[src/rtl/auth_request_decoder_pkg.sv]
// Shared message codes, error codes, sizes and state encodings for the
// USB Type-C Authentication request decoder.
package auth_request_decoder_pkg;

  localparam int unsigned SIZE_OF_HEADER = 4;

  localparam logic [7:0] PROTOCOL_VERSION    = 8'h01;

  localparam logic [7:0] MSG_GET_DIGESTS     = 8'h81;
  localparam logic [7:0] MSG_GET_CERTIFICATE = 8'h82;
  localparam logic [7:0] MSG_CHALLENGE       = 8'h83;
  localparam logic [7:0] MSG_DIGESTS         = 8'h01;
  localparam logic [7:0] MSG_CERTIFICATE     = 8'h02;
  localparam logic [7:0] MSG_CHALLENGE_AUTH  = 8'h03;
  localparam logic [7:0] MSG_ERROR           = 8'h7F;

  localparam logic [7:0] ERR_NONE                 = 8'h00;
  localparam logic [7:0] ERR_INVALID_REQUEST      = 8'h01;
  localparam logic [7:0] ERR_UNSUPPORTED_PROTOCOL = 8'h02;

  typedef enum logic [2:0] {
    ST_IDLE     = 3'd0,
    ST_HDR      = 3'd1,
    ST_PAYLOAD  = 3'd2,
    ST_DISCARD  = 3'd3,
    ST_WAIT_ACK = 3'd4
  } state_e;

  typedef enum logic {
    REQ_CHALLENGE = 1'b0,
    REQ_CERT      = 1'b1
  } req_kind_e;

endpackage

[src/rtl/auth_request_decoder.sv]
// Parses Authentication request bytes into header/payload fields and raises one
// held enable (challenge, digests, certificate or error) until the responder acks.
module auth_request_decoder
  import auth_request_decoder_pkg::*;
#(
  parameter int unsigned NONCE_BYTES    = 32,
  parameter int unsigned CERT_REQ_BYTES = 4,
  parameter int unsigned ACK_TIMEOUT    = 1024
) (
  input  logic                     clk,
  input  logic                     reset_L,
  input  logic                     rx_valid,
  input  logic [7:0]               rx_data,
  input  logic                     rx_last,
  output logic                     rx_ready,
  input  logic                     ack_in,
  output logic [31:0]              header_out,
  output logic [7:0]               slot_out,
  output logic [8*NONCE_BYTES-1:0] nonce_out,
  output logic [15:0]              cert_offset,
  output logic [15:0]              cert_length,
  output logic                     challenge_en,
  output logic                     digests_en,
  output logic                     cert_en,
  output logic                     error_en,
  output logic [7:0]               error_code,
  output logic                     timeout_flag
);

  localparam int unsigned NONCE_W = 8 * NONCE_BYTES;
  localparam int unsigned TW      = $clog2(ACK_TIMEOUT + 1);
  localparam logic [5:0]  HDR_LAST   = 6'(SIZE_OF_HEADER - 1);
  localparam logic [5:0]  NONCE_LAST = 6'(NONCE_BYTES - 1);
  localparam logic [5:0]  CERT_LAST  = 6'(CERT_REQ_BYTES - 1);
  localparam logic [TW-1:0] TIMER_LAST = TW'(ACK_TIMEOUT - 1);

  state_e              state_q, state_d;
  req_kind_e           kind_q, kind_d;
  logic [5:0]          byte_cnt_q, byte_cnt_d;
  logic [TW-1:0]       timer_q, timer_d;
  logic [NONCE_W-9:0]  shadow_q, shadow_d;
  logic [7:0]          err_latch_q, err_latch_d;
  logic [31:0]         header_q, header_d;
  logic [NONCE_W-1:0]  nonce_q, nonce_d;
  logic [15:0]         cert_offset_q, cert_offset_d;
  logic [15:0]         cert_length_q, cert_length_d;
  logic                rx_ready_q, rx_ready_d;
  logic                challenge_en_q, challenge_en_d;
  logic                digests_en_q, digests_en_d;
  logic                cert_en_q, cert_en_d;
  logic                error_en_q, error_en_d;
  logic [7:0]          error_code_q, error_code_d;
  logic                timeout_flag_q, timeout_flag_d;

  logic                accept_s;
  logic [NONCE_W-1:0]  shift_s;
  logic [5:0]          last_idx_s;
  logic                fail_now_s;
  logic                fail_later_s;
  logic [7:0]          fail_code_s;

  assign accept_s   = rx_valid && rx_ready_q;
  // The newest byte lands in the LSBs, so the first nonce byte ends up in the MSBs.
  assign shift_s    = {shadow_q, rx_data};
  assign last_idx_s = (kind_q == REQ_CHALLENGE) ? NONCE_LAST : CERT_LAST;

  // Next-state and registered-output computation for the request parser.
  always_comb begin
    state_d        = state_q;
    kind_d         = kind_q;
    byte_cnt_d     = byte_cnt_q;
    timer_d        = timer_q;
    shadow_d       = shadow_q;
    err_latch_d    = err_latch_q;
    header_d       = header_q;
    nonce_d        = nonce_q;
    cert_offset_d  = cert_offset_q;
    cert_length_d  = cert_length_q;
    challenge_en_d = challenge_en_q;
    digests_en_d   = digests_en_q;
    cert_en_d      = cert_en_q;
    error_en_d     = error_en_q;
    error_code_d   = error_code_q;
    timeout_flag_d = 1'b0;
    fail_now_s     = 1'b0;
    fail_later_s   = 1'b0;
    fail_code_s    = ERR_INVALID_REQUEST;

    case (state_q)
      ST_IDLE: state_d = ST_HDR;
      ST_HDR: begin
        if (accept_s) begin
          case (byte_cnt_q[1:0])
            2'd0:    header_d[31:24] = rx_data;
            2'd1:    header_d[23:16] = rx_data;
            2'd2:    header_d[15:8]  = rx_data;
            default: header_d[7:0]   = rx_data;
          endcase
          if (byte_cnt_q != HDR_LAST) begin
            if (rx_last) fail_now_s = 1'b1;
            else         byte_cnt_d = byte_cnt_q + 6'd1;
          end else if (header_q[31:24] != PROTOCOL_VERSION) begin
            fail_code_s  = ERR_UNSUPPORTED_PROTOCOL;
            fail_now_s   = rx_last;
            fail_later_s = !rx_last;
          end else begin
            case (header_q[23:16])
              MSG_GET_DIGESTS: begin
                if (rx_last) begin
                  digests_en_d = 1'b1;
                  error_code_d = ERR_NONE;
                  byte_cnt_d   = 6'd0;
                  state_d      = ST_WAIT_ACK;
                end else begin
                  fail_later_s = 1'b1;
                end
              end
              MSG_CHALLENGE, MSG_GET_CERTIFICATE: begin
                if (rx_last) begin
                  fail_now_s = 1'b1;
                end else begin
                  kind_d     = (header_q[23:16] == MSG_CHALLENGE) ? REQ_CHALLENGE : REQ_CERT;
                  byte_cnt_d = 6'd0;
                  state_d    = ST_PAYLOAD;
                end
              end
              default: begin
                fail_now_s   = rx_last;
                fail_later_s = !rx_last;
              end
            endcase
          end
        end else begin
          state_d = state_q;
        end
      end
      ST_PAYLOAD: begin
        if (accept_s) begin
          shadow_d = shift_s[NONCE_W-9:0];
          if (byte_cnt_q == last_idx_s) begin
            byte_cnt_d = 6'd0;
            if (rx_last) begin
              error_code_d = ERR_NONE;
              state_d      = ST_WAIT_ACK;
              if (kind_q == REQ_CHALLENGE) begin
                nonce_d        = shift_s;
                challenge_en_d = 1'b1;
              end else begin
                // Offset and length arrive little-endian on the wire.
                cert_offset_d = {shift_s[23:16], shift_s[31:24]};
                cert_length_d = {shift_s[7:0], shift_s[15:8]};
                cert_en_d     = 1'b1;
              end
            end else begin
              fail_later_s = 1'b1;
            end
          end else if (rx_last) begin
            fail_now_s = 1'b1;
          end else if (byte_cnt_q != 6'h3F) begin
            byte_cnt_d = byte_cnt_q + 6'd1;
          end else begin
            byte_cnt_d = byte_cnt_q;
          end
        end else begin
          shadow_d = shadow_q;
        end
      end
      ST_DISCARD: begin
        if (accept_s && rx_last) begin
          fail_now_s  = 1'b1;
          fail_code_s = err_latch_q;
        end else begin
          state_d = state_q;
        end
      end
      ST_WAIT_ACK: begin
        if (ack_in || (timer_q == TIMER_LAST)) begin
          timeout_flag_d = !ack_in;
          challenge_en_d = 1'b0;
          digests_en_d   = 1'b0;
          cert_en_d      = 1'b0;
          error_en_d     = 1'b0;
          timer_d        = '0;
          state_d        = ST_HDR;
        end else begin
          timer_d = timer_q + TW'(1);
        end
      end
      default: state_d = ST_IDLE;
    endcase

    if (fail_now_s) begin
      error_en_d   = 1'b1;
      error_code_d = fail_code_s;
      byte_cnt_d   = 6'd0;
      timer_d      = '0;
      state_d      = ST_WAIT_ACK;
    end else if (fail_later_s) begin
      err_latch_d = fail_code_s;
      byte_cnt_d  = 6'd0;
      state_d     = ST_DISCARD;
    end else begin
      err_latch_d = err_latch_q;
    end

    rx_ready_d = (state_d == ST_HDR) || (state_d == ST_PAYLOAD) || (state_d == ST_DISCARD);
  end

  // State, counters and output registers; reset drops any partial request.
  always_ff @(posedge clk or negedge reset_L) begin
    if (!reset_L) begin
      state_q        <= ST_IDLE;
      kind_q         <= REQ_CHALLENGE;
      byte_cnt_q     <= 6'd0;
      timer_q        <= '0;
      shadow_q       <= '0;
      err_latch_q    <= 8'h00;
      header_q       <= 32'h0;
      nonce_q        <= '0;
      cert_offset_q  <= 16'h0;
      cert_length_q  <= 16'h0;
      rx_ready_q     <= 1'b0;
      challenge_en_q <= 1'b0;
      digests_en_q   <= 1'b0;
      cert_en_q      <= 1'b0;
      error_en_q     <= 1'b0;
      error_code_q   <= 8'h00;
      timeout_flag_q <= 1'b0;
    end else begin
      state_q        <= state_d;
      kind_q         <= kind_d;
      byte_cnt_q     <= byte_cnt_d;
      timer_q        <= timer_d;
      shadow_q       <= shadow_d;
      err_latch_q    <= err_latch_d;
      header_q       <= header_d;
      nonce_q        <= nonce_d;
      cert_offset_q  <= cert_offset_d;
      cert_length_q  <= cert_length_d;
      rx_ready_q     <= rx_ready_d;
      challenge_en_q <= challenge_en_d;
      digests_en_q   <= digests_en_d;
      cert_en_q      <= cert_en_d;
      error_en_q     <= error_en_d;
      error_code_q   <= error_code_d;
      timeout_flag_q <= timeout_flag_d;
    end
  end

  assign rx_ready     = rx_ready_q;
  assign header_out   = header_q;
  assign slot_out     = header_q[15:8];
  assign nonce_out    = nonce_q;
  assign cert_offset  = cert_offset_q;
  assign cert_length  = cert_length_q;
  assign challenge_en = challenge_en_q;
  assign digests_en   = digests_en_q;
  assign cert_en      = cert_en_q;
  assign error_en     = error_en_q;
  assign error_code   = error_code_q;
  assign timeout_flag = timeout_flag_q;

endmodule
[config.mk]
export PLATFORM = sky130hd
export DESIGN_NAME = auth_request_decoder
export DESIGN_NICKNAME = d
export VERILOG_FILES = /design/src/rtl/auth_request_decoder_pkg.sv /design/src/rtl/auth_request_decoder.sv
export SDC_FILE = /design/constraint.sdc
export NUM_CORES = 1
export LEC_CHECK = 0
export ABC_AREA = 1
export CAP_MARGIN = 30
export CORE_ASPECT_RATIO = 0.8
export CORE_UTILIZATION = 58
export DETAILED_ROUTE_END_ITERATION = 16
export HOLD_SLACK_MARGIN = 0.08
export PLACE_DENSITY = 0.85
export REMOVE_ABC_BUFFERS = 1
export SLEW_MARGIN = 20
export SYNTH_ARGS = -nofsm -noshare
export SYNTH_HDL_FRONTEND = slang
export SYNTH_SLANG_ARGS = --single-unit
[constraint.sdc]
create_clock -name clk -period 5.5 [get_ports clk]
set_clock_uncertainty 0.2 [all_clocks]
set_input_delay 0.825 -clock clk [delete_from_list [all_inputs] [get_ports clk]]
set_output_delay 0.825 -clock clk [all_outputs]
set_load 0.01 [all_outputs]
Word level (Yosys, flattened, before mapping)
Cells that the tools add are included.
Cells by class
  $add $sub $neg: 2
  equality and inequality tests: 43
  muxes and demuxes: 83
  bitwise gates (word level): 6
  reduce and logical (&&, ||, !) cells: 32
Operators by type and width (number)
  $mux W6: 12
  $mux W8: 9
  $mux W11: 3
  $mux W1: 32
  $pmux W8 S2: 2
  $mux W3: 10
  $eq A8 B8 Y1 const B: 3
  $pmux W6 S2: 2
  $ne A2 B2 Y1 const B: 10
  $ne A5 B5 Y1 const B: 4
  $ne A6 B6 Y1 const B: 3
  $reduce_and A6 Y1: 3
  $ne A3 B3 Y1 const B: 5
  $pmux W3 S5: 1
  $reduce_and A7 Y1: 2
  $eq A3 B2 Y1 const B: 4
  $pmux W1 S2: 6
  $reduce_and A3 Y1: 4
  $add A11 B1 Y11 const B: 1
  $eq A11 B10 Y1 const B: 1
  $reduce_and A10 Y1: 1
  $reduce_and A5 Y1: 2
  $ne A4 B4 Y1 const B: 2
  $ne A8 B1 Y1 const B: 1
  26 further kinds: 43
Storage, ports and cells
  register bits after elaboration: 611
  input port bits: 13
  output and inout port bits: 342
  logic and storage cells: 186

Longest topological paths before layout
  depth after elaboration: 12
  gate-level depth with buffers: 14
  mapped depth without buffers: 14

Worst setup path before layout
Ideal clock, no wire load.
  path type: in2reg
  from: input port rx_valid
  to: register error_code_q[2] (netlist: error_code[2])
  data arrival time: 1.989 ns
  data required time: 5.235 ns
  slack: 3.246 ns
  stages: 10
  buffers on the path: 1
  cell sequence: nand2_1 -> clkinv_1 -> nand2_1 -> nor2_1 -> nand3_1 -> nand2_2 -> buf_6 -> a31oi_4 -> nand2_1 -> nand2_1
Between the ends
  longest elaborated chain between the ends: 6
  elaborated cells on any way between the ends: 17
  those cells by class: eq/ne (6); mux (7); reduce/logical (4)
Ends and longest elaborated chain
  start: declaration: line auth_request_decoder.sv:12  | input logic rx_valid,
  $logic_and A1 B1 Y1 (*): line auth_request_decoder.sv:62  | assign accept_s = rx_valid && rx_ready_q;
  $logic_and A1 B1 Y1: line auth_request_decoder.sv:169  | if (accept_s && rx_last) begin
  $mux W1: line auth_request_decoder.sv:169
  $pmux W1 S3: line auth_request_decoder.sv:89  | case (state_q)
  $ne A3 B2 Y1 (no source line) (tied with other cells)
  $reduce_and A7 Y1 (no source line)
  end signal: assignment: line auth_request_decoder.sv:245  | error_code_q <= error_code_d;
  end: declaration: line auth_request_decoder.sv:52  | logic [7:0] error_code_q, error_code_d;
Mark *: on every way between the ends. The rest lies on a longest branch, timed or not.
A chain may end at the register's enable or synchronous reset.

Worst setup path in the final report
  from: input port rx_valid
  to: register shadow_q[234]
Between the ends
  longest elaborated chain between the ends: 2
Ends and longest elaborated chain
  $logic_and A1 B1 Y1: line auth_request_decoder.sv:62
  $reduce_and A2 Y1 (no source line)
  end signal: assignment: line auth_request_decoder.sv:234  | shadow_q <= shadow_d;
  end: declaration: line auth_request_decoder.sv:41  | logic [NONCE_W-9:0] shadow_q, shadow_d;
Every way passes these cells.

==> impl_metrics.tcl <==
set metrics [dict create \
    run_status "completed" \
    timing.max_cap.violations 0 \
    cp-end-kind "flop" \
    postRouteAntennaNets 0 \
    grt_max_degree 172 \
    muxShareOfSynthArea_pct 0.3860 \
    hold_path_class "input port to asynchronous set/reset pin" \
    main_combinational_cell_family_by_area_after_synthesis "compound AO/OA/AOI/OAI gates" \
    fp.dieArea_um2 41050 \
    drt_first_pass_iters 6 \
    power_density_nw_per_um2 341.6 \
    drtIter0Drc 1729 \
    timing.reg2reg.worst_path_depth 8 \
    area_of_the_multi_input_gates_um2 6287 \
    static-leakage-power_uw 0.01269 \
    cts-htree-levels 2 \
    insertedDiodeCount 0 \
    detail_route.wl_per_cell_um 16.53 \
    timing.final.crit_share_pct 57.39 \
    gr-usage-all-layers_pct 27.50 \
    number_of_ports_placed_on_the_die_boundary 355 \
    row_count 65 \
    met2_wirelength_um 26700 \
    postSynthCellCount 2434 \
    antenna_found_initial 0 \
    global_placement_routability_congestion 0.8782 \
    setup.reg_to_reg.worst_slack_ns 2.40 \
    wl_met1_um 21640 \
    max_clock_freq_mhz 316.8 \
    worstSetupStartpointType "input port" \
    timing_worst_slew_pin_value_ns 0.9386 \
    synthToLayoutAreaGrowth_pct 24.77 \
    setup_tns_ns 0 \
    ir_drop_uv 344.2 \
    drc_errors 0 \
    hpwl_um 35600 \
    yosys.area_share.xor_xnor_pct 0.2627 \
    cp.required_ns 5.76 \
    switching_power_uw 2497 \
    design_power_total_uw 9948 \
    ys_seq_elements 611 \
    first_global_vias 17990 \
    tritoncts "yes" \
    post-cts-setup-buffers 0 \
    root_buffer "clkbuf_16" \
    finalSetupViolCount 0 \
    crit_path_max_fanout 171 \
    synth_ff_type "dfrtp_1" \
    rsz0062_at_grt "false" \
    cell_with_the_most_instances_after_synthesis "nand2_1" \
    seqPwrFrac_pct 49.1 \
    cp.arrival_ns 3.42 \
    fraction_of_layout_instances_using_a_drive_strength_above_1_pct 5.041 \
    grt_overflow_total 0 \
    synth_simple_gate_area_share_pct 12.93 \
    clock_tree_sinks 611 \
    path_buf_inv 3 \
    wl_um 54770 \
    synth_enable_flop_cells 0 \
    synthesis.yosys.warnings 0 \
    postSynth.asyncResetShare_pct 100.0 \
    routed_via_density 5.317 \
    stage_delay_of_the_slowest_cell_on_the_critical_path_ns 0.74 \
    final.hold.worst_slack_ns 0.05514 \
    routed-wl-met3_um 4363 \
    final_net_count 2752 \
    postSynthAreaPerCell_um2 9.589 \
    report.final.hold_viol_count 0 \
    sequential_cell_area_um2 15290 \
    mappedNetlistArea_um2 23340 \
    timing.rr.start "byte_cnt_q[0]" \
    post_synth_num_cell_types 39 \
    route.vias.total 17610 \
    combPwrFrac_pct 11.7 \
    pwr-share-clk_pct 39.2 \
    power.share.switching_pct 25.10 \
    yosysSeqAreaShare_pct 65.51 \
    yosys.area.top_type_share_pct 65.51 \
    synth_commonest_cells "658 x nand2_1, 611 x dfrtp_1, 381 x o21ai_0, 298 x inv_1, 200 x o21ai_1" \
    clkTransAtPathRegs_ns 0.06 \
    cts_buffers 55 \
    timing.critical_path.slowest_stage_cell "nand2_8" \
    top_layer "met4" \
    clkLatencyLatePin_ns 0.57 \
    synthDominantAreaCellType "dfrtp_1" \
    timing.critical_path.cells "clkdlybuf4s50_1, nand2_1, clkinv_1, nand2_8, buf_4, nand2_1, o21ai_0" \
    die_width_um 226.3 \
    synth_compound_area_share_pct 13.04 \
    post_synth_main_area_contributors "dfrtp_1 66%, nand2_1 11%, o21ai_0 8.2%, inv_1 4.8%, o21ai_1 4.3%" \
    die_h_um 181.4 \
    finalCriticalPeriod_ns 3.156 \
    placeableCoreArea_um2 39530 \
    post_cts_hold_buffer_count 0 \
    crit_path_frequent_cell "nand2_1" \
    crit-reg2reg-capture "nonce_out[250]" \
    place.detailed.instances 3213 \
    grt_pass1_wl_um 90410 \
    slew_headroom_pct 37.43 \
    cts-resized-gates 0 \
    slew_viol_final 0 \
    synth_fa_ha_area_share_pct 0.2681 \
    filler_cell_count 2641 \
    portBuffers 354 \
    post_layout_nonfiller_instances 3313 \
    internal_pwr_total_uw 7451 \
    initial_core_util_pct 59.05 \
    crit_type "input port to flop" \
    kind_of_cell_with_the_highest_combined_delay_on_the_critical_path "buffers and inverters" \
    max-clock-path-buffers 3 \
]
cells in the final DEF, fill, tap and decap left out, types with 2 or more instances in the layout:
master / count
nand2_1: 658
dfrtp_1: 611
o21ai_0: 381
clkdlybuf4s50_1: 353
inv_1: 298
o21ai_1: 200
clkbuf_16: 55
nor2_1: 47
nand3_1: 38
clkbuf_8: 15
clkbuf_1: 13
buf_12: 13
clkinv_2: 9
buf_4: 9
mux2_2: 8
inv_2: 6
nand4_1: 6
a21oi_1: 6
xor2_1: 6
nand2_2: 5
ha_1: 5
bufinv_16: 5
nor2_2: 3
nor3_1: 3
nor2_4: 2
o31ai_1: 2
inv_6: 2
power by group through the flow:
stage | sequential (uW) | clock, uW | combinational (uW)
after floorplan | 4990 | 0 | 482
after global placement | 4950 | 0 | 1110
after detailed placement | 4950 | 0 | 1150
after CTS | 4880 | 3960 | 1160
after global routing | 4910 | 4150 | 1300
final | 4890 | 3900 | 1160
flip-flops by register name, indices dropped and copies added, names as in the netlist:
signal / cells
byte_cnt_q: 6
cert_en: 1
cert_length: 16
cert_offset: 16
challenge_en: 1
digests_en: 1
err_latch_q: 8
error_code: 8
error_en: 1
header_out: 32
kind_q: 1
nonce_out: 256
rx_ready: 1
shadow_q: 248
state_q: 3
timeout_flag: 1
timer_q: 11
worst max path at each step:
| stage | from | end | cells past startpoint |
|---|---|---|---|
| 5_1_grt | rx_valid | shadow_q[234] | 7 |
| 3_5_place_dp | rx_valid | shadow_q[147] | 7 |
| 6_report | rx_valid | shadow_q[234] | 7 |
| 4_1_cts | byte_cnt_q[0] | nonce_out[248] | 8 |
| 2_1_floorplan | rx_valid | shadow_q[0] | 4 |
| 3_3_place_gp | rx_valid | shadow_q[115] | 7 |
area by class of cell:
cell class,count,area share (%)
sequential,611,52.51
inverter,305,3.931
tap,536,2.303
clock inverter,17,0.7562
multi-input combinational,1385,21.59
clock buffer,83,5.603
timing repair buffer,376,13.31
kinds of logic (layout without fill, tap and decap cells):
family                     count (synthesis)  after routing
xor gates and xnor gates                   7              7
and+or+nand+nor                          767            767
muxes                                      8              8
DFF                                      611            611
adders and majority gates                  5              5
buffers and inverters                    438            781
AOI/OAI and AO/OA                        598            598
stage by stage:
step	util, %	instance area [um^2]	setup WS (ns)
finish	73.68	29120	2.344
global route	73.68	29120	2.166
CTS	73.68	29120	2.429
detailed placement	68.99	27270	1.940
global placement	68.99	27270	2.060
floorplan	-	22710	-0.01496
metal layers:
metal  vias to the layer above  track usage [%]
met5                         -                0
met4                         0            10.49
met3                       140            7.152
met2                       560            44.82
met1                      8640            35.51
li1                       8274                -
Power figures use the tool's default switching activity.
